--- src/rtl/dsp_mac_sequencer_pkg.sv ---
// Shared types and constants for the DSP48A1 multiply-accumulate sequencer.
// OPMODE values are the X/Z multiplexer selects presented to the external slice.
package dsp_mac_sequencer_pkg;

  typedef enum logic [1:0] {
    ST_IDLE  = 2'd0,
    ST_ISSUE = 2'd1,
    ST_DRAIN = 2'd2,
    ST_HOLD  = 2'd3
  } state_t;

  localparam logic [7:0] OPM_MUL  = 8'h01;  // X=M, Z=0
  localparam logic [7:0] OPM_MAC  = 8'h09;  // X=M, Z=P
  localparam logic [7:0] OPM_HOLD = 8'h08;  // X=0, Z=P
  localparam logic [7:0] OPM_NOP  = 8'h00;

  localparam int DRAIN_W = 4;

endpackage

--- src/rtl/dsp_mac_sequencer.sv ---
// Streams operand beats into an external DSP48A1, flushes its pipeline after the
// last beat of a job and holds the accumulated result until it is accepted.
//
//   state | meaning
//   IDLE  | waiting for the first beat of a job; DSP disabled
//   ISSUE | accepting further beats; bubbles freeze the DSP pipeline
//   DRAIN | feeding P-hold cycles until the last product reaches dsp_p
//   HOLD  | result presented on m_p/m_count until m_ready
module dsp_mac_sequencer
  import dsp_mac_sequencer_pkg::*;
#(
  parameter int LATENCY = 4,
  parameter int CNT_W   = 16
) (
  input  logic             CLK,
  input  logic             RST,
  input  logic             s_valid,
  output logic             s_ready,
  input  logic [17:0]      s_a,
  input  logic [17:0]      s_b,
  input  logic             s_last,
  output logic [17:0]      dsp_a,
  output logic [17:0]      dsp_b,
  output logic [7:0]       dsp_opmode,
  output logic             dsp_ce,
  input  logic [47:0]      dsp_p,
  output logic             m_valid,
  input  logic             m_ready,
  output logic [47:0]      m_p,
  output logic [CNT_W-1:0] m_count
);

  localparam logic [DRAIN_W-1:0] LAT_LD = DRAIN_W'(LATENCY);

  state_t             state_q, state_d;
  logic [DRAIN_W-1:0] drain_cnt_q, drain_cnt_d;

  logic [17:0]        dsp_a_d, dsp_b_d;
  logic [7:0]         dsp_opmode_d;
  logic               dsp_ce_d;
  logic               m_valid_d;
  logic [47:0]        m_p_d;
  logic [CNT_W-1:0]   m_count_d;

  logic               xfer;

  assign s_ready = (state_q == ST_IDLE) || (state_q == ST_ISSUE);
  assign xfer    = s_valid && s_ready;

  always_ff @(posedge CLK or posedge RST) begin
    if (RST) begin
      state_q     <= ST_IDLE;
      drain_cnt_q <= '0;
      dsp_a       <= '0;
      dsp_b       <= '0;
      dsp_opmode  <= OPM_NOP;
      dsp_ce      <= 1'b0;
      m_valid     <= 1'b0;
      m_p         <= '0;
      m_count     <= '0;
    end else begin
      state_q     <= state_d;
      drain_cnt_q <= drain_cnt_d;
      dsp_a       <= dsp_a_d;
      dsp_b       <= dsp_b_d;
      dsp_opmode  <= dsp_opmode_d;
      dsp_ce      <= dsp_ce_d;
      m_valid     <= m_valid_d;
      m_p         <= m_p_d;
      m_count     <= m_count_d;
    end
  end

  always_comb begin
    state_d = state_q;
    case (state_q)
      ST_IDLE:  if (xfer) state_d = s_last ? ST_DRAIN : ST_ISSUE;
      ST_ISSUE: if (xfer && s_last) state_d = ST_DRAIN;
      ST_DRAIN: if (drain_cnt_q == '0) state_d = ST_HOLD;
      ST_HOLD:  if (m_valid && m_ready) state_d = ST_IDLE;
      default:  state_d = ST_IDLE;
    endcase
  end

  // Next values for the registered DSP controls and result outputs.
  always_comb begin
    dsp_a_d      = '0;
    dsp_b_d      = '0;
    dsp_opmode_d = OPM_NOP;
    dsp_ce_d     = 1'b0;
    drain_cnt_d  = drain_cnt_q;
    m_valid_d    = m_valid;
    m_p_d        = m_p;
    m_count_d    = m_count;
    case (state_q)
      ST_IDLE: begin
        if (xfer) begin
          dsp_a_d      = s_a;
          dsp_b_d      = s_b;
          dsp_opmode_d = OPM_MUL;
          dsp_ce_d     = 1'b1;
          m_count_d    = CNT_W'(1);
          if (s_last) drain_cnt_d = LAT_LD;
        end
      end
      ST_ISSUE: begin
        if (xfer) begin
          dsp_a_d      = s_a;
          dsp_b_d      = s_b;
          dsp_opmode_d = OPM_MAC;
          dsp_ce_d     = 1'b1;
          if (!(&m_count)) m_count_d = m_count + CNT_W'(1);
          if (s_last) drain_cnt_d = LAT_LD;
        end else begin
          // Bubble: keep the operands parked, only the enable drops.
          dsp_a_d      = dsp_a;
          dsp_b_d      = dsp_b;
          dsp_opmode_d = dsp_opmode;
        end
      end
      ST_DRAIN: begin
        if (drain_cnt_q != '0) begin
          dsp_opmode_d = OPM_HOLD;
          dsp_ce_d     = 1'b1;
          drain_cnt_d  = drain_cnt_q - DRAIN_W'(1);
        end else begin
          m_p_d     = dsp_p;
          m_valid_d = 1'b1;
        end
      end
      ST_HOLD: begin
        if (m_ready) m_valid_d = 1'b0;
      end
      default: ;
    endcase
  end

endmodule

--- config.mk ---
export PLATFORM = sky130hd
export DESIGN_NAME = dsp_mac_sequencer
export DESIGN_NICKNAME = d
export VERILOG_FILES = /design/src/rtl/dsp_mac_sequencer_pkg.sv /design/src/rtl/dsp_mac_sequencer.sv
export SDC_FILE = /design/constraint.sdc
export NUM_CORES = 1
export LEC_CHECK = 0
export CAP_MARGIN = 20
export CORE_ASPECT_RATIO = 0.75
export CORE_MARGIN = 2
export CORE_UTILIZATION = 47
export CTS_CLUSTER_DIAMETER = 80
export DETAILED_ROUTE_END_ITERATION = 8
export PLACE_DENSITY = 0.86
export SLEW_MARGIN = 20
export SYNTH_ARGS = -nofsm -noshare
export SYNTH_HDL_FRONTEND = slang
export SYNTH_SLANG_ARGS = --single-unit
--- constraint.sdc ---
create_clock -name CLK -period 5.4 [get_ports CLK]
set_input_delay 1.08 -clock CLK [delete_from_list [all_inputs] [get_ports CLK]]
set_output_delay 1.08 -clock CLK [all_outputs]
set_load 0.005 [all_outputs]
==> impl_metrics.tcl, run 1 <==
set metrics [dict create \
    status "complete, no violations" \
    met1_usage_pct 30.1 \
    routabilityCongestion 0.798 \
    crit_slowest_cell "buf_4" \
    fmax_mhz 283 \
    cts_num_sinks 110 \
    track_usage_pct 23.2 \
    critPathLaunchType "flop" \
    routed_wl_mm 12.6 \
    fin_nets 716 \
    setup_violations 0 \
    synth_edf_count 0 \
    start_util_pct 48.0 \
    cts_resized 0 \
    finalSetupTns_ns 0 \
    cp.arrival_ns 2.45 \
    stdcell_count 761 \
    final-hold-violation-count 0 \
    power.density_mw_per_mm2 490 \
    holdBufCountCts 0 \
    ys_warn_count 0 \
    drc_errors 0 \
    vias 4043 \
    antenna_cells 0 \
    critical_path.endpoint_type "output pin" \
    yosysUniqueCellTypes 45 \
    synth_seq_cells 110 \
    grtUsageMet2_pct 36.7 \
    grt_pass1_wl_mm 20.4 \
    clkSlewWorstSetupHoldPaths_ns 0.07 \
    worstMarginPinSlew_ns 0.781 \
    timing.final.crit_share_pct 65.4 \
    core_area_mm2 0.0102 \
    portBuffers 193 \
    first_pass_iters 5 \
    cts_tree "yes" \
    drive_gt1_share_pct 12.5 \
    cts_buffer_depth 2 \
    grt_util_met3_pct 7.64 \
    rsz0062_at_grt "false" \
    crit_chain "inv_1 -> ha_2 -> buf_4 -> nor2_1 -> inv_1 -> clkdlybuf4s50_1" \
    grt_max_degree 63 \
    clk_latency_ns 0.34 \
    wl_per_cell_um 16.6 \
    crit_fanout 60 \
    num_rows 32 \
    die_w_um 122 \
    cts_inserted_buffers 9 \
    drt_iter0_drc 343 \
    holdCritPathClass "reg -> reg" \
    avgSynthCellArea_um2 11.2 \
    async_flop_share_pct 100 \
    grt.overflow.total 0 \
    slew_headroom_pct 47.4 \
    antenna_found_initial 0 \
    syn_inst 439 \
    vdd_drop_max_v 0.000345 \
    num_io_pins 200 \
    netlist_area_mm2 0.00492 \
    p_leak_nw 3.16 \
    grt_pass1_vias 3974 \
    fin_crit_ns 3.53 \
    htreeDepth 3 \
    placed_cells_incl_taps 744 \
    die_area_mm2 0.0113 \
    antenna_left 0 \
    crit_top_cell "inv_1" \
    holdWs_ns 0.485 \
    dp_hpwl_mm 8.84 \
    die_h_um 92.6 \
    cts_setup_buffers 0 \
    viasPerCell 5.31 \
    crit_path_max_incr_delay_ns 0.50 \
    ys.flop_type "dfrtp_1" \
    slew_viol_final 0 \
    fin_worst_skew_ns 0.00490 \
    required_ns 4.32 \
    cts-root-buf "clkbuf_16" \
    syn2layout_area_growth_pct 46.5 \
    crit_type "reg -> out" \
    ys_seq_area_share_pct 56.0 \
    grt-busiest-layer "met2" \
    cap_violations 0 \
]
[cell usage after synthesis (all sizes together), types with 2 or more instances]
master | number | area (µm²)
dfrtp | 110 | 2750
nand2 | 85 | 319
mux2 | 54 | 608
nand3 | 45 | 225
buf | 25 | 179
o21ai | 17 | 88.8
inv | 12 | 45.0
clkbuf | 8 | 30.0
nor2b | 8 | 50.1
ha | 7 | 87.6
o31ai | 7 | 52.6
a221o | 6 | 60.1
mux2i | 6 | 60.1
a22o | 5 | 43.8
and4 | 5 | 47.6
nand4 | 5 | 31.3
a21oi | 4 | 20.0
nor2 | 4 | 15.0
nor3 | 3 | 15.0
nor4 | 3 | 33.8
a21o | 2 | 17.5
a31oi | 2 | 12.5
nand2b | 2 | 12.5
[final cells by class]
type	count	area, µm²
Clock buffer	13	260
Tap cell	136	170
Clock inverter	3	42.5
Fill cell	791	3050
Multi-Input combinational cell	289	1940
Inverter	12	47.5
Timing Repair Buffer	198	1990
Sequential cell	110	2750
[path summary, 6_finish.rpt]
path	startpoint	endpoint	slack, ns	cells past startpoint
hold / removal	m_p[46]	m_p[46]	0.49	1
hold reg to reg	m_p[46]	m_p[46]	0.49	1
setup reg to reg	state_q[0]	m_p[16]	2.85	6
max in group asynchronous	RST	m_p[31]	3.05	3
setup / recovery	state_q[1]	s_ready	1.87	6
min in group asynchronous	RST	m_p[30]	1.22	2
[metrics by stage]
step           total power [mW]  util [%]  cell area [µm²]  worst slack (ns)
3_5_place_dp               2.86      67.1             6870              2.10
6_report                   3.53      70.3             7200              1.87
5_1_grt                    3.75      70.3             7200              1.68
3_3_place_gp               2.79      67.1             6870              2.16
2_1_floorplan              2.03         -             4930              1.42
4_1_cts                    3.55      70.0             7180              1.84
[kinds of logic after synthesis]
| family | after synthesis | share of synthesized area, % |
|---|---|---|
| buffers and inverters | 45 | 5.17 |
| multiplexers | 60 | 13.6 |
| other | 1 | 0.0763 |
| adder cells (fa/ha/maj) | 7 | 1.78 |
| flip-flops | 110 | 56.0 |
| AO/OA/AOI/OAI | 50 | 7.23 |
| AND/OR/NAND/NOR | 166 | 16.2 |
[cell usage in the layout, fill, tap and decap left out, types with 6 or more instances in the layout]
master / count
clkdlybuf4s50_1: 193
dfrtp_1: 110
nand2_1: 85
mux2_2: 48
nand3_1: 45
o21ai_0: 16
inv_1: 11
clkbuf_16: 9
nor2b_1: 7
o31ai_1: 7
mux2_1: 6
mux2i_1: 6
a221o_1: 6
ha_1: 6
conb_1: 6
[where the power goes]
group | internal (mW) | switching (mW)
combinational | 0.898 | 0.627
clock | 0.385 | 0.286
sequential | 1.13 | 0.202
total | 2.42 | 1.12
[registers in the layout, indices dropped and copies added (netlist names)]
signal       cells
state_q          2
dsp_ce           1
m_valid          1
m_p             48
dsp_a           18
drain_cnt_q      4
dsp_b           18
m_count         16
dsp_opmode       2
[routing by layer]
| layer | vias up | wire (µm) |
|---|---|---|
| met5 | - | 0 |
| met1 | 1954 | 5070 |
| met2 | 187 | 6210 |
| li1 | 1877 | - |
| met3 | 25 | 1070 |
| met4 | 0 | 281 |
[critical path, delay by kind of cell, from the launching register on]
kind | cells | cell delay [ns]
adders and majority gates | 1 | 0.18
buffers and inverters | 4 | 1.24
DFF | 1 | 0.44
and+or+nand+nor | 1 | 0.23
Note: power is estimated with default switching activity, not from simulation.
==> run 2: changes to the inputs <==
CORE_UTILIZATION = 39   (was 47)
PLACE_DENSITY = 0.77   (was 0.86)
clock period = 3.18 ns   (was 5.4 ns; I/O delays follow)
==> run 2 against run 1 <==
  * Core utilization down 11 points
  * Clock skew rose by 0.0032 ns
  * Critical endpoint unchanged
  * Sequential power increased by 69%
  * Highest routed layer unchanged
  * Wire length grew 0.27%
==> impl_metrics.tcl, run 2 (same netlist as run 1, synthesis figures left out) <==
set metrics [dict create \
    p_leak_nw 3.17 \
    critical_path.endpoint_type "output pin" \
    crit_type "reg -> out" \
    die_h_um 101 \
    clkSlewWorstSetupHoldPaths_ns 0.07 \
    reg.largest.list "m_p (48), dsp_a (18), dsp_b (18)" \
    syn2layout_area_growth_pct 48.4 \
    cap_violations 0 \
    drc_errors 0 \
    htreeDepth 3 \
    grt.overflow.total 0 \
    die_w_um 134 \
    grt_pass1_vias 4008 \
    fin_util_pct 59.3 \
    dp_hpwl_mm 9.08 \
    status "complete, no violations" \
    holdBufCountCts 0 \
    fin_worst_skew_ns 0.00813 \
    grt-busiest-layer "met2" \
    largest_register_ff_count 48 \
    fin_crit_ns 2.66 \
    cts_inserted_buffers 9 \
    layout_commonest_cell "clkdlybuf4s50_1" \
    antenna_cells 0 \
    cts_num_sinks 110 \
    antenna_left 0 \
    setup.worst_path.end "s_ready" \
    rsz0062_at_grt "false" \
    vdd_drop_max_v 0.000504 \
    fmax_mhz 376 \
    antenna_found_initial 0 \
    die_area_mm2 0.0135 \
    core_area_mm2 0.0123 \
    num_io_pins 200 \
    rr_worst_depth 6 \
    postLayoutCellArea_mm2 0.00730 \
    portBuffers 193 \
    fin_nets 719 \
    drive_gt1_share_pct 13.2 \
    ff2ff_setup_slack_ns 0.76 \
    num_rows 35 \
    grt_max_degree 80 \
    grtUsageMet2_pct 30.0 \
    place_ws_ns 0.682 \
    holdCritPathClass "reg -> reg" \
    slew_headroom_pct 53.8 \
    cp.arrival_ns 2.02 \
    drt_iter0_drc 269 \
    cts_buffer_depth 2 \
    grt_pass1_wl_mm 20.4 \
    viasPerCell 5.04 \
    routed_wl_mm 12.7 \
    cts_resized 0 \
    regMostFlops "m_p" \
    worstSetupStartpoint "state_q[0]" \
    cts_tree "yes" \
    slew_viol_final 0 \
    cts-root-buf "clkbuf_16" \
    holdWs_ns 0.491 \
    rr_endpoint "m_count[1]" \
    crit_fanout 6 \
    placed_area_mm2 0.00697 \
    critPathLaunchType "flop" \
    worstMarginPinSlew_ns 0.690 \
    start_util_pct 39.9 \
    cts_setup_buffers 0 \
    routabilityCongestion 0.850 \
    vias 3999 \
    clk_latency_ns 0.34 \
    final-hold-violation-count 0 \
    required_ns 2.54 \
    finalSetupTns_ns 0 \
    setup_violations 0 \
    layout_common_cells "clkdlybuf4s50_1, dfrtp_1, nand2_1" \
    met1_usage_pct 24.2 \
    timing.final.crit_share_pct 83.6 \
    track_usage_pct 18.8 \
    wl_per_cell_um 15.9 \
    setup_ws_ns 0.522 \
    reg2reg_from "state_q[1]" \
    first_pass_iters 4 \
    grt_util_met3_pct 7.26 \
    power.density_mw_per_mm2 833 \
]
## run 2: cell types whose count changed in the layout (fill, tap and decap cells not counted), sizes merged
cell      previous run  this run
clkbuf              13         9
clkinv               1         0
bufinv               1         2
clkinvlp             1         3
inv                 12        14
buf                  5         8
## run 2: critical path, stage by stage (launching register included)
cell             delay (ns)
dfrtp_1                0.45
inv_1                  0.14
ha_1                   0.28
nor2_1                 0.30
inv_1                  0.07
clkdlybuf4s50_1        0.44
## run 2: stage by stage
| stage | std cells | power (mW) |
|---|---|---|
| 3_5_place_dp | 778 | 4.90 |
| 4_1_cts | 794 | 6.16 |
| 6_report | 794 | 6.08 |
| 3_3_place_gp | 778 | 4.78 |
| 2_1_floorplan | 444 | 3.46 |
| 5_1_grt | 794 | 6.49 |
## run 2: worst min-delay path by stage
stage                        from  endpoint  slack [ns]  depth (start not counted)
after floorplan            m_p[0]    m_p[0]        0.48                          1
after global placement    m_p[45]   m_p[45]        0.47                          1
after detailed placement   m_p[2]    m_p[2]        0.48                          1
after CTS                  m_p[1]    m_p[1]        0.50                          1
after global routing       m_p[3]    m_p[3]        0.51                          1
final                      m_p[1]    m_p[1]        0.49                          1
## run 2: area by class of cell
class | instances | area, µm²
timing repair buffer | 201 | 2020
clock buffer | 9 | 225
fill | 1001 | 5010
tap | 166 | 208
multi-input combinational | 289 | 1940
clock inverter | 7 | 104
sequential | 110 | 2750
inverter | 12 | 48.8
## run 2: layer usage
| metal | vias up | routed length, µm |
|---|---|---|
| met5 | - | 0 |
| met4 | 0 | 170 |
| met3 | 12 | 1060 |
| met2 | 151 | 6000 |
| met1 | 1947 | 5420 |
| li1 | 1889 | - |
## run 2: power breakdown
| group | internal (mW) | switching (mW) | total, mW |
|---|---|---|---|
| combinational | 1.54 | 1.05 | 2.59 |
| sequential | 1.93 | 0.341 | 2.27 |
| clock | 0.702 | 0.521 | 1.22 |
